==> src/rtl/pong_pkg.sv <==
// Shared constants and types for the pong display: raster timing defaults,
// colour constants and the coordinate type used by the ball and paddle blocks.
package pong_pkg;

  localparam int DEF_H_ACTIVE = 640;
  localparam int DEF_H_FP     = 16;
  localparam int DEF_H_SYNC   = 96;
  localparam int DEF_H_BP     = 48;
  localparam int DEF_V_ACTIVE = 480;
  localparam int DEF_V_FP     = 10;
  localparam int DEF_V_SYNC   = 2;
  localparam int DEF_V_BP     = 33;
  localparam int DEF_MOVE_DIV = 2;

  localparam int H_TOTAL = DEF_H_ACTIVE + DEF_H_FP + DEF_H_SYNC + DEF_H_BP;
  localparam int V_TOTAL = DEF_V_ACTIVE + DEF_V_FP + DEF_V_SYNC + DEF_V_BP;

  localparam logic [15:0] COL_BALL   = 16'hFFFF;
  localparam logic [15:0] COL_PADDLE = 16'h07E0;
  localparam logic [15:0] COL_BG     = 16'h0000;

  typedef logic [11:0] coord_t;

endpackage

==> src/rtl/vga_sync_counter.sv <==
// Horizontal/vertical raster counters with the stage-0 decode of the
// active region and the raw (unaligned) sync pulses.
module vga_sync_counter
  import pong_pkg::*;
#(
  parameter int H_ACTIVE = DEF_H_ACTIVE,
  parameter int H_FP     = DEF_H_FP,
  parameter int H_SYNC   = DEF_H_SYNC,
  parameter int H_BP     = DEF_H_BP,
  parameter int V_ACTIVE = DEF_V_ACTIVE,
  parameter int V_FP     = DEF_V_FP,
  parameter int V_SYNC   = DEF_V_SYNC,
  parameter int V_BP     = DEF_V_BP
) (
  input  logic   vga_clk,
  input  logic   sys_rst_n,
  output coord_t h_cnt,
  output coord_t v_cnt,
  output logic   act0,
  output logic   hs0,
  output logic   vs0
);

  localparam coord_t H_LAST     = coord_t'(H_ACTIVE + H_FP + H_SYNC + H_BP - 1);
  localparam coord_t V_LAST     = coord_t'(V_ACTIVE + V_FP + V_SYNC + V_BP - 1);
  localparam coord_t H_VIS      = coord_t'(H_ACTIVE);
  localparam coord_t V_VIS      = coord_t'(V_ACTIVE);
  localparam coord_t HS_START   = coord_t'(H_ACTIVE + H_FP);
  localparam coord_t HS_END     = coord_t'(H_ACTIVE + H_FP + H_SYNC);
  localparam coord_t VS_START   = coord_t'(V_ACTIVE + V_FP);
  localparam coord_t VS_END     = coord_t'(V_ACTIVE + V_FP + V_SYNC);

  // The line counter only moves when the pixel counter wraps.
  always_ff @(posedge vga_clk or negedge sys_rst_n) begin
    if (!sys_rst_n) begin
      h_cnt <= '0;
      v_cnt <= '0;
    end else if (h_cnt == H_LAST) begin
      h_cnt <= '0;
      v_cnt <= (v_cnt == V_LAST) ? '0 : v_cnt + 12'd1;
    end else begin
      h_cnt <= h_cnt + 12'd1;
    end
  end

  always_comb begin
    act0 = (h_cnt < H_VIS) && (v_cnt < V_VIS);
    hs0  = !((h_cnt >= HS_START) && (h_cnt < HS_END));
    vs0  = !((v_cnt >= VS_START) && (v_cnt < VS_END));
  end

endmodule

==> src/rtl/pong_vga_scan.sv <==
// Pong raster scan: pixel coordinates out, hit flags back in, and a 2-clock
// aligned colour/sync stream for the DAC plus a frame-locked move strobe.
module pong_vga_scan
  import pong_pkg::*;
#(
  parameter int H_ACTIVE = DEF_H_ACTIVE,
  parameter int H_FP     = DEF_H_FP,
  parameter int H_SYNC   = DEF_H_SYNC,
  parameter int H_BP     = DEF_H_BP,
  parameter int V_ACTIVE = DEF_V_ACTIVE,
  parameter int V_FP     = DEF_V_FP,
  parameter int V_SYNC   = DEF_V_SYNC,
  parameter int V_BP     = DEF_V_BP,
  parameter int MOVE_DIV = DEF_MOVE_DIV
) (
  input  logic        vga_clk,
  input  logic        sys_rst_n,
  input  logic        start,
  input  logic        ball_hit,
  input  logic        paddle_hit,
  output logic [11:0] pixel_x,
  output logic [11:0] pixel_y,
  output logic        hsync,
  output logic        vsync,
  output logic        video_on,
  output logic [15:0] rgb,
  output logic        move_tick
);

  coord_t      h_cnt;
  coord_t      v_cnt;
  logic        act0, hs0, vs0;
  logic        act1, hs1, vs1;
  logic [15:0] rgb_next;
  logic [3:0]  frame_cnt;
  logic        frame_evt;

  vga_sync_counter #(
    .H_ACTIVE (H_ACTIVE), .H_FP (H_FP), .H_SYNC (H_SYNC), .H_BP (H_BP),
    .V_ACTIVE (V_ACTIVE), .V_FP (V_FP), .V_SYNC (V_SYNC), .V_BP (V_BP)
  ) u_counter (
    .vga_clk   (vga_clk),
    .sys_rst_n (sys_rst_n),
    .h_cnt     (h_cnt),
    .v_cnt     (v_cnt),
    .act0      (act0),
    .hs0       (hs0),
    .vs0       (vs0)
  );

  assign pixel_x   = act0 ? h_cnt : '0;
  assign pixel_y   = act0 ? v_cnt : '0;
  assign frame_evt = (h_cnt == '0) && (v_cnt == coord_t'(V_ACTIVE));

  // Blanking forces black regardless of what the object blocks report.
  always_comb begin
    rgb_next = COL_BG;
    if (act1) begin
      if (ball_hit)        rgb_next = COL_BALL;
      else if (paddle_hit) rgb_next = COL_PADDLE;
    end
  end

  // Stage 1 waits for the hit flags, stage 2 registers the aligned outputs.
  always_ff @(posedge vga_clk or negedge sys_rst_n) begin
    if (!sys_rst_n) begin
      act1     <= 1'b0;
      hs1      <= 1'b1;
      vs1      <= 1'b1;
      video_on <= 1'b0;
      hsync    <= 1'b1;
      vsync    <= 1'b1;
      rgb      <= '0;
    end else begin
      act1     <= act0;
      hs1      <= hs0;
      vs1      <= vs0;
      video_on <= act1;
      hsync    <= hs1;
      vsync    <= vs1;
      rgb      <= rgb_next;
    end
  end

  // Frames are counted only while the game runs, so a fresh start always
  // waits MOVE_DIV first-blank-line events before the first strobe.
  always_ff @(posedge vga_clk or negedge sys_rst_n) begin
    if (!sys_rst_n) begin
      frame_cnt <= '0;
      move_tick <= 1'b0;
    end else if (!start) begin
      frame_cnt <= '0;
      move_tick <= 1'b0;
    end else begin
      move_tick <= 1'b0;
      if (frame_evt) begin
        if (frame_cnt == 4'(MOVE_DIV - 1)) begin
          move_tick <= 1'b1;
          frame_cnt <= '0;
        end else begin
          frame_cnt <= frame_cnt + 4'd1;
        end
      end
    end
  end

endmodule

==> config.mk <==
export PLATFORM = sky130hd
export DESIGN_NAME = pong_vga_scan
export DESIGN_NICKNAME = d
export VERILOG_FILES = /design/src/rtl/pong_pkg.sv /design/src/rtl/vga_sync_counter.sv /design/src/rtl/pong_vga_scan.sv
export SDC_FILE = /design/constraint.sdc
export NUM_CORES = 1
export LEC_CHECK = 0
export BUFFER_PORTS_ARGS = -buffer_cell sky130_fd_sc_hd__buf_4
export CORE_AREA = 2 2 70 72
export DETAILED_ROUTE_END_ITERATION = 16
export DIE_AREA = 0 0 72 74
export HOLD_SLACK_MARGIN = 0.03
export PLACE_DENSITY = 0.7
export REMOVE_ABC_BUFFERS = 1
export SYNTH_ARGS = -nofsm -noshare
export SYNTH_HDL_FRONTEND = slang
export SYNTH_SLANG_ARGS = --single-unit
==> constraint.sdc <==
create_clock -name vga_clk -period 2 [get_ports vga_clk]
set_clock_uncertainty 0.15 [all_clocks]
set_input_delay 0.3 -clock vga_clk [delete_from_list [all_inputs] [get_ports vga_clk]]
set_output_delay 0.3 -clock vga_clk [all_outputs]
set_load 0.005 [all_outputs]
[Word-level counts from Yosys, hierarchy flattened]
Index checks and enable logic that the tools add are counted.
Word-level totals
  bits in registers: 51
  input port bits: 5
  output and inout bits: 44
  word-level logic and storage cells: 45
Operators by class
  $add $sub $neg: 3
  $lt $le $gt $ge: 6
  eq/ne operators: 5
  mux-type cells: 13
  reductions and logical operators: 7
Operators by type and width (count)
  12-bit 2-to-1 mux: 4
  16-bit 2-to-1 mux: 2
  12-bit by 1-bit adder with 12-bit output, second input constant: 2
  12-bit by 10-bit == test with 1-bit output, second input constant: 2
  12-bit by 10-bit less-than comparator with 1-bit output, second input constant: 2
  12-bit by 9-bit less-than comparator with 1-bit output, second input constant: 2
  12-bit by 9-bit == test with 1-bit output, second input constant: 1
  12-bit by 10-bit >= comparator with 1-bit output, second input constant: 1
  12-bit by 9-bit >= comparator with 1-bit output, second input constant: 1
  12-bit zero test: 1
  4-bit 2-to-1 mux: 3
  11-bit 2-to-1 mux: 1
  4-bit by 1-bit adder with 4-bit output, second input constant: 1
  4-bit by 1-bit == test with 1-bit output, second input constant: 1
  1-bit logical AND: 4
  1-bit 2-to-1 mux: 3
  1-bit zero test: 2
  2-bit by 1-bit inequality test with 1-bit output, second input constant: 1

[Longest topological paths before layout]
Gate-level depths: netlist of run 1.
  word-level depth: 4
  depth in mapped cells: 6
  depth with buffers taken out: 6

[Hierarchy]
From an unflattened synthesis of run 1, not the netlist that was laid out.
Second synthesis, totals
  cells, all modules: 214
  area total of the unflattened synthesis: 2117.0 um^2
By module, submodules not included
  vga_sync_counter: times used 1, cells each 129, area each 1283.7 um^2, seq. area each 600.6 um^2
  pong_vga_scan: times used 1, cells each 85, area each 833.3 um^2, seq. area each 330.3 um^2

[Worst setup path after synthesis of run 1]
No wires, ideal clock.
  path type: register to register
  start point: register u_counter.h_cnt[0]
  end point: register u_counter.v_cnt[3]
  library setup time: 122 ps
  data arrival time: 1761 ps
  required time: 1728 ps
  slack: -33 ps
  stages on the path, launching flop included: 7
  path buffers: 1
  clock period less this slack: 2033 ps
  cells stage by stage: dfrtp_1 > ha_1 > nand4_4 > or4b_1 > buf_2 > a21o_1 > a32o_1
Between the ends
  cells in the longest elaborated chain, start to end: 1
Ends and longest elaborated chain
  from (decl): line vga_sync_counter.sv:17  | output coord_t h_cnt,
  from (signal assigned): line vga_sync_counter.sv:42  | h_cnt <= h_cnt + 12'd1;
  12-bit by 10-bit == test with 1-bit output: line vga_sync_counter.sv:38  | end else if (h_cnt == H_LAST) begin
  to (signal assigned): line vga_sync_counter.sv:40  | v_cnt <= (v_cnt == V_LAST) ? '0 : v_cnt + 12'd1;
  to (decl): line vga_sync_counter.sv:18  | output coord_t v_cnt,
No other way between the ends.
A chain may end at the register's enable or synchronous reset.

[Worst setup path after layout of run 1]
  start point: register u_counter.h_cnt[7]
  end point: output pixel_x[6]
Between the ends
  cells in the longest elaborated chain, start to end: 3
Ends and longest elaborated chain
  12-bit by 10-bit less-than comparator with 1-bit output: line vga_sync_counter.sv:47  | act0 = (h_cnt < H_VIS) && (v_cnt < V_VIS);
  1-bit logical AND: line vga_sync_counter.sv:47
  12-bit 2-to-1 mux: line pong_vga_scan.sv:51  | assign pixel_x = act0 ? h_cnt : '0;
  to (decl): line pong_vga_scan.sv:21  | output logic [11:0] pixel_x,
No other way between the ends.

==> results of run 1 <==
## flip-flops by register name (all words and copies together) (netlist names)
register         cells
act1                 1
frame_cnt            4
hs1                  1
hsync                1
move_tick            1
rgb                  2
u_counter.h_cnt     12
u_counter.v_cnt     12
video_on             1
vs1                  1
vsync                1
## placed cells by master (no fill, tap or decap), types with 5 or more instances in the layout
| master | synthesis | routed |
|---|---|---|
| buf_4 | 19 | 64 |
| dfrtp_1 | 33 | 32 |
| buf_6 | 0 | 21 |
| and2_4 | 0 | 16 |
| nand2_1 | 11 | 11 |
| nand3_1 | 13 | 11 |
| inv_1 | 9 | 9 |
| nor2_1 | 10 | 9 |
| xnor2_1 | 8 | 8 |
| o21ai_0 | 8 | 7 |
| ha_1 | 6 | 6 |
| xor2_1 | 5 | 5 |
| nand4_1 | 5 | 5 |
| and3_1 | 5 | 5 |
| conb_1 | 1 | 5 |
| clkbuf_8 | 0 | 5 |
## layer usage
metal	wire (µm)	track usage, %	vias to the layer above
met5	0	0	-
met4	117	7.966	0
met3	290	3.930	8
met2	2436	32.00	52
met1	2218	26.40	879
li1	-	-	857
## final timing paths
kind	from	endpoint	slack (ns)	cells past startpoint
setup / recovery	u_counter.h_cnt[7]	pixel_x[6]	-0.25	7
hold / removal	paddle_hit	rgb[10]	0.08	2
setup reg to reg	u_counter.v_cnt[1]	frame_cnt[1]	-0.06	6
hold reg to reg	vs1	vsync	0.21	0
max in group asynchronous	sys_rst_n	u_counter.h_cnt[10]	0.97	2
min in group asynchronous	sys_rst_n	frame_cnt[1]	0.37	2
## final cells by class
type | count | area, µm²
fill | 354 | 1620
clock buffer | 5 | 68.82
multi-input combinational | 145 | 1084
inverter | 9 | 33.78
tap | 54 | 67.56
sequential | 37 | 932.1
timing repair buffer | 86 | 726.9
clock inverter | 3 | 65.06
## timing repair
item / CTS / global route
setup endpoints to repair: 26 / 36
gates resized for setup: 39 / 13
endpoints found under the hold margin: 33 / 0
pin swaps: 20 / 7
buffers inserted: 6 / 1
cloned: 1 / 0
hold buffers: 1 / 0
## per-stage QoR
| stage | instance area, µm² | worst slack, ns | TNS, ns | utilization, % |
|---|---|---|---|---|
| 2_1_floorplan | 1953 | -0.03254 | -0.05362 | - |
| 3_3_place_gp | 2599 | -0.03520 | -0.1599 | 56.52 |
| 3_5_place_dp | 2599 | -0.1102 | -0.6724 | 56.52 |
| 4_1_cts | 2918 | -0.3167 | -5.619 | 63.46 |
| 5_1_grt | 2978 | -0.3030 | -6.075 | 64.76 |
| 6_report | 2978 | -0.2535 | -4.394 | 64.76 |
## cells by family after synthesis
kind of cell    after synthesis  synth area share [%]
other cells                   1                0.1787
mux                           2                 1.014
compound gates               24                 6.977
xor+xnor                     13                 5.426
fa+ha+maj                     6                 3.578
simple gates                 95                 29.22
flops                        37                 44.36
buf+inv                      32                 9.243
## synth_stat cells, drive strengths merged, types with 6 or more instances
cell type and n:
o21ai 11, nand3 13, and3 6, and2 20, ha 6, nand4 6
nor2 10, dfrtp 33, nand2 11, xnor2 8, buf 21, inv 9
## worst max-delay path, stage by stage (launching register included)
cell and delay [ns]:
dfrtp_1 0.40, buf_6 0.13, o21ai_2 0.12, nand3_2 0.12, nor4_4 0.30, buf_6 0.21, and2_4 0.15, buf_6 0.09
## power breakdown
group / switching [mW] / internal, mW / leakage [nW] / total (mW)
logic: 0.0273 / 0.0274 / 0.884 / 0.0547
clock network: 0.269 / 0.495 / 0.0681 / 0.764
registers: 0.00382 / 0.750 / 0.471 / 0.754
==> results.toml, run 1 <==
[clocking]
clockBufferDepth = 2
cts_root_buffer = "clkbuf_8"
path_clk_slew_ns = 0.07
insertion_delay_ns = 0.29
htree_num_levels = 2
cts_tree = "yes"
cts_buffers = 5
cts_sinks = 37

[cells_and_area]
drive_gt1_share_pct = 46.32
stdcell_count = 339
nets = 295
diodes = 0
area_delta_synth_final_pct = 41.92

[die]
die-area_um2 = 5328
rows = 25
initial_core_util_pct = 45.63
core_um2 = 4598
io_pins = 49
fp.dieH_um = 74
dieWidth_um = 72

[worst_setup_path]
cp_max_fo = 8
cp-end-kind = "primary output"
start_kind = "register"
arrival_ns = 1.80
worstPathRequired_ns = 1.55
critPathKind = "reg -> out"

[run_status]
status = "finished with violations"
violations = "setup timing"

[synth]
ys_types = 48
postSynthAreaPerCell_um2 = 9.992
synth-seq-cells = 37
netlist_area_um2 = 2098
async_reset_ff_share_pct = 100.0
synth-edff-count = 0
ys_seq_area_share_pct = 44.36
yosys_warnings = 0
synth_top_area_cell = "dfrtp_1"
synth_area_leaders = "dfrtp_1, buf_4, and2_1, dfstp_2, ha_1"
synthFlopType = "dfrtp_1"
yosysTopAreaCellShare_pct = 39.36
syn_inst = 210

[place]
dp_cells = 322
io_buffers = 43
globalplace.congestion = 0.8276
hpwl_mm = 3.405

[route]
drt_wl_total_mm = 5.063
first_pass_iters = 4
post_drt_wl_per_cell_um = 14.94
viasPerCell = 5.298
drt_first_iter_violations = 120
drc = 0
ant_nets = 0
vias = 1796

[power_and_ir_drop]
vdd_drop_max_mv = 0.3036
power_mw = 1.572
cellLeakagePower_nw = 1.422
p_per_area_nw_per_um2 = 528.1

[grt]
first_global_vias = 1674
track_usage_pct = 19.80
grt.overflow.total = 0
grt_pass1_wl_mm = 8.031
antenna_found_initial = 0
grt_max_degree = 38

[sta]
hold_viol_final = 0
timing.hold.ws_ns = 0.07646
fin_ws_ns = -0.2535
finalCritPeriodShare_pct = 112.7
drv_slew = 0
finalSetupViolCount = 21
fin_crit_ns = 2.253
max_clock_freq_mhz = 443.8
rsz0062_at_grt = "true"

[run]
cap_violations = 0

[min_path]
hp-class = "in -> reg"
Power figures use the tool's default switching activity.
==> run 2: changes to the inputs <==
- ABC_AREA: unset -> 1
- CORE_AREA: 2 2 70 72 -> 2 2 72 74
- DIE_AREA: 0 0 72 74 -> 0 0 74 76
- PLACE_DENSITY: 0.7 -> 0.71
==> run 2 against run 1 <==
  * The run still ends with setup timing left
  * Sequential cell count did not move
  * Non-clock buffer count shrank 34
  * Via count grew 8.1%
  * Routed wire length is 4.1% lower
  * Maximum frequency is 9.3% higher
  * Clock power is 0.8% higher
  * Sequential power up 3%
  * Largest cell class unchanged
  * Critical endpoint is now pixel_x[0]
  * Global-route usage fell by 1.2 points
  * Critical path depth grew 1
==> results.toml, run 2 <==
[min_path]
hold_path.startpoint = "ball_hit"
hold_end = "rgb[14]"
hold_depth = 3
hp-class = "in -> reg"

[synth]
ys_types = 28
synthFlopType = "dfrtp_1"
ys_seq_area_share_pct = 40.33
synth.most_common_cell = "nand2_1"
synth_top_area_cell = "dfrtp_1"
synth-edff-count = 0
synth_commonest_cells = "nand2_1, nor2_1, dfrtp_1, nand3_1, inv_1"
netlist_area_um2 = 2308
yosysTopAreaCellShare_pct = 35.77
async_reset_ff_share_pct = 100.0
yosys_warnings = 0
syn_inst = 293
synth-seq-cells = 37
postSynthAreaPerCell_um2 = 7.879
synth_area_leaders = "dfrtp_1, nand2_1, nand3_1, nor2_1, buf_4"

[power_and_ir_drop]
cellLeakagePower_nw = 1.379
p_per_area_nw_per_um2 = 588.4
vdd_drop_max_mv = 0.3546

[worst_setup_path]
rrSetupSlack_ns = 0.24
critPathKind = "reg -> out"
cp_cell_sequence = "nor2_4, nand2_2, nor2_2, o21ai_2, nor2_4, inv_8, nor2_1, buf_4"
slowest_delay_ns = 0.42
cp_max_fo = 19
critPathSlowestCell = "dfrtp_1"
worstPathRequired_ns = 1.55
start_kind = "register"
reg2reg_from = "u_counter.v_cnt[0]"
r2r_cells = 8
arrival_ns = 1.61
cp-end-kind = "primary output"
cp_common_cell = "nor2_4"
regToRegEndpoint = "frame_cnt[0]"

[cells_and_area]
n_fill_cell = 472
biggestRegsByFlops = "u_counter.h_cnt (12), u_counter.v_cnt (12), frame_cnt (4)"
area_delta_synth_final_pct = 20.05
nets = 344
drive_gt1_share_pct = 28.44
final_cell_mix = "nand2_1, buf_4, nor2_1"
layout_commonest_cell = "nand2_1"
diodes = 0
multi_input_area_um2 = 1060
register_area_um2 = 932.1

[sta]
fin_ws_ns = -0.06243
finalCritPeriodShare_pct = 103.1
finalSetupViolCount = 19
hold_viol_final = 0
max_clock_freq_mhz = 484.9
drv_slew = 0
fin_crit_ns = 2.062
timing.hold.ws_ns = 0.06938
rsz0062_at_grt = "true"

[die]
io_pins = 49
initial_core_util_pct = 46.99
die-area_um2 = 5624
fp.dieH_um = 76
dieWidth_um = 74
rows = 26
core_um2 = 4912

[route]
viasPerCell = 4.807
ant_nets = 0
drc = 0
drt_wl_total_mm = 4.855
drt_first_iter_violations = 112
post_drt_wl_per_cell_um = 12.02
vias = 1942
first_pass_iters = 4

[run_status]
status = "finished with violations"
violations = "setup timing"

[place]
io_buffers = 43
place_ws_ns = 0.2315
hpwl_mm = 3.480
globalplace.congestion = 0.9283

[clocking]
cts_buffers = 5
cts_root_buffer = "clkbuf_8"
insertion_delay_ns = 0.29
clockBufferDepth = 2
path_clk_slew_ns = 0.07
cts_sinks = 37
cts_tree = "yes"
htree_num_levels = 2

[grt]
grt_pass1_wl_mm = 8.238
grt.overflow.total = 0
track_usage_pct = 18.63
first_global_vias = 1795
grt_max_degree = 38
antenna_found_initial = 0

[run]
cap_violations = 0
run 2: logic make-up after synthesis:
kind of cell | after synthesis | synth area share (%)
xor+xnor | 14 | 5.312
simple gates | 162 | 33.77
fa+ha+maj | 6 | 3.252
compound gates | 11 | 2.548
other cells | 1 | 0.1624
flops | 37 | 40.33
buf+inv | 62 | 14.63
run 2: stage by stage:
stage / util [%] / instances / power (mW) / TNS [ns] / cell area (µm²)
after global placement: 52.32 / 390 / 0.8721 / 0 / 2570
after floorplan: - / 274 / 0.8204 / 0 / 2137
after CTS: 56.27 / 403 / 1.646 / -0.8788 / 2764
after detailed placement: 52.32 / 390 / 0.8765 / 0 / 2570
final: 56.42 / 404 / 1.631 / -0.7570 / 2771
after global routing: 56.42 / 404 / 1.701 / -2.370 / 2771
run 2: worst max-delay path, delay by kind of cell, from the launching register on:
kind                   cells  cell delay [ns]
flip-flops                 1             0.42
AND/OR/NAND/NOR            5             0.60
AO/OA/AOI/OAI              1             0.07
buffers and inverters      2             0.22
run 2: worst max path at each step:
stage / startpoint / end / slack [ns]
3_5_place_dp: u_counter.h_cnt[10] / pixel_x[4] / 0.23
5_1_grt: u_counter.h_cnt[10] / pixel_x[0] / -0.15
4_1_cts: u_counter.h_cnt[11] / pixel_x[1] / -0.07
2_1_floorplan: u_counter.h_cnt[0] / u_counter.v_cnt[5] / 0.38
3_3_place_gp: u_counter.h_cnt[10] / pixel_x[4] / 0.24
6_report: u_counter.h_cnt[10] / pixel_x[0] / -0.06
run 2: report_power, final:
| part | internal, mW | leakage [nW] | switching, mW |
|---|---|---|---|
| sequential | 0.759 | 0.469 | 0.0143 |
| combinational | 0.0418 | 0.842 | 0.0464 |
| clock | 0.495 | 0.0681 | 0.274 |
| total | 1.30 | 1.38 | 0.335 |
run 2: timing repair:
action	in CTS	in global routing
hold endpoints to repair	33	0
resized for setup	7	0
setup buffers	4	1
pin swaps	2	2
setup endpoints to repair	19	19
hold buffers	1	0
run 2: final cells by class:
| type | count | area share (%) |
|---|---|---|
| Clock buffer | 5 | 2.483 |
| Clock inverter | 3 | 2.348 |
| Inverter | 39 | 5.553 |
| Multi-Input combinational cell | 198 | 38.24 |
| Sequential cell | 37 | 33.63 |
| Tap cell | 70 | 3.160 |
| Timing Repair Buffer | 52 | 14.58 |
run 2: routing by layer:
| layer | vias to the layer above | wire (µm) | track usage [%] |
|---|---|---|---|
| met2 | 66 | 2250 | 29.82 |
| met5 | - | 0 | 0 |
| met1 | 891 | 2229 | 24.81 |
| met3 | 9 | 285 | 3.439 |
| li1 | 976 | - | - |
| met4 | 0 | 89 | 6.909 |
==> run 3: changes to the inputs <==
- CTS_CLUSTER_DIAMETER: unset -> 150
- PLACE_DENSITY: 0.71 -> unset
- PLACE_DENSITY_LB_ADDON: unset -> 0.05
==> run 3 against run 2 <==
  * Die area unchanged
  * Routed wire length up 4.7%
  * Count of clock-buffer cells in the layout up 2
  * The run still ends with setup timing left
  * Largest power group unchanged
  * Global-route usage down 0.35 points
  * Register-to-register slack about the same
  * Highest routed layer unchanged
  * Worst hold slack worse by 0.0070 ns
==> results.toml, run 3 (same netlist as run 2, synthesis figures left out) <==
[run_status]
status = "finished with violations"
violations = "setup timing"

[sta]
drv_slew = 0
fin_crit_ns = 2.074
finalCritPeriodShare_pct = 103.7
finalSetupViolCount = 19
rsz0062_at_grt = "true"
hold_viol_final = 0
fin_ws_ns = -0.07428
max_clock_freq_mhz = 482.1

[route]
first_pass_iters = 4
drc = 0
drt_first_iter_violations = 69
post_drt_wl_per_cell_um = 12.42
vias = 1966
viasPerCell = 4.807
drt_wl_total_mm = 5.081
ant_nets = 0

[clocking]
cts_buffers = 5
cts_root_buffer = "clkbuf_8"
cts_tree = "yes"
htree_num_levels = 2
clockBufferDepth = 2
cts_sinks = 37
insertion_delay_ns = 0.29
path_clk_slew_ns = 0.07

[cells_and_area]
final_cell_mix = "buf_4, nand2_1, nor2_1"
n_fill_cell = 472
area_delta_synth_final_pct = 24.07
nets = 349
final_util_pct = 58.30
layout_commonest_cell = "buf_4"
diodes = 0
drive_gt1_share_pct = 33.33
biggestRegsByFlops = "u_counter.h_cnt (12), u_counter.v_cnt (12), frame_cnt (4)"

[worst_setup_path]
cp_common_cell = "nor2_4"
slowest_delay_ns = 0.42
regToRegEndpoint = "frame_cnt[0]"
cp_max_fo = 9
arrival_ns = 1.62
critPathKind = "reg -> out"
cp-end-kind = "primary output"
r2r_cells = 8
start_kind = "register"
cp_cell_sequence = "nor2_4, nand3_1, o21ai_2, nor2_4, buf_12, inv_8, nor2_2, buf_4"
worstPathRequired_ns = 1.55
reg2reg_from = "u_counter.v_cnt[0]"
critPathSlowestCell = "dfrtp_1"
rrSetupSlack_ns = 0.24

[grt]
met2_usage_pct = 28.84
grt.overflow.total = 0
met1_usage_pct = 25.36
grt.busiest_layer = "met2"
use_met3_pct = 4.365
antenna_found_initial = 0
track_usage_pct = 18.28
first_global_vias = 1768
grt_max_degree = 38
grt_pass1_wl_mm = 8.169

[die]
initial_core_util_pct = 46.99
die-area_um2 = 5624
rows = 26
io_pins = 49
core_um2 = 4912
dieWidth_um = 74
fp.dieH_um = 76

[min_path]
hold_end = "rgb[10]"
hold_path.startpoint = "paddle_hit"
hp-class = "in -> reg"
hold_depth = 3

[power_and_ir_drop]
p_per_area_nw_per_um2 = 535.3
cellLeakagePower_nw = 1.406
vdd_drop_max_mv = 0.3009
power_mw = 1.533

[place]
io_buffers = 43
hpwl_mm = 3.490
globalplace.congestion = 0.8635
place_ws_ns = 0.2369

[run]
cap_violations = 0
## run 3: critical path: cells and delay by family, from the launching register on
family	cells	cell delay, ns
AO/OA/AOI/OAI	1	0.17
flip-flops	1	0.42
buffers and inverters	3	0.38
AND/OR/NAND/NOR	4	0.36
## run 3: area by class of cell
class / count / area, µm² / area share [%]
well taps: 70 / 87.58 / 3.058
clock buffers: 7 / 86.33 / 3.014
inverters: 39 / 158.9 / 5.548
flip-flops and latches: 37 / 935.9 / 32.68
repair inverters: 2 / 20.02 / 0.6990
multi-input cells: 198 / 1110 / 38.75
clock inverters: 1 / 30.03 / 1.048
repair buffers: 55 / 435.4 / 15.20
## run 3: stage by stage
step,hold slack (ns),cells,setup TNS [ns],instance area (µm²)
2_1_floorplan,-0.1456,274,0,2137
3_3_place_gp,0.1512,390,0,2570
3_5_place_dp,0.1558,390,0,2570
4_1_cts,0.06049,400,-0.6630,2714
5_1_grt,0.07806,409,-2.739,2864
6_report,0.06236,409,-1.202,2864
## run 3: worst max path at each step
stage	from	to	slack, ns	depth (start not counted)
2_1_floorplan	u_counter.h_cnt[0]	u_counter.v_cnt[5]	0.38	7
3_3_place_gp	u_counter.v_cnt[0]	frame_cnt[0]	0.25	8
3_5_place_dp	u_counter.h_cnt[10]	pixel_x[5]	0.24	7
4_1_cts	u_counter.h_cnt[10]	pixel_x[2]	-0.05	8
5_1_grt	u_counter.h_cnt[11]	pixel_x[9]	-0.16	8
6_report	u_counter.h_cnt[11]	pixel_x[9]	-0.07	8
## run 3: where the power goes
group | switching, mW | internal (mW) | total, mW
sequential | 0.0140 | 0.759 | 0.773
combinational | 0.0464 | 0.0416 | 0.0880
clock | 0.266 | 0.406 | 0.672
total | 0.326 | 1.21 | 1.53
## run 3: what timing repair did
item	in CTS	in global routing
resized for setup	4	22
pin swaps	0	3
setup buffers	1	7
hold buffers	1	0
setup endpoints to repair	19	19
hold endpoints to repair	33	0
cloned	0	2
## run 3: routing by layer
layer	vias to the layer above	share of wire, %
li1	985	-
met1	900	45
met2	69	47
met3	12	5.9
met4	0	1.9
met5	-	0
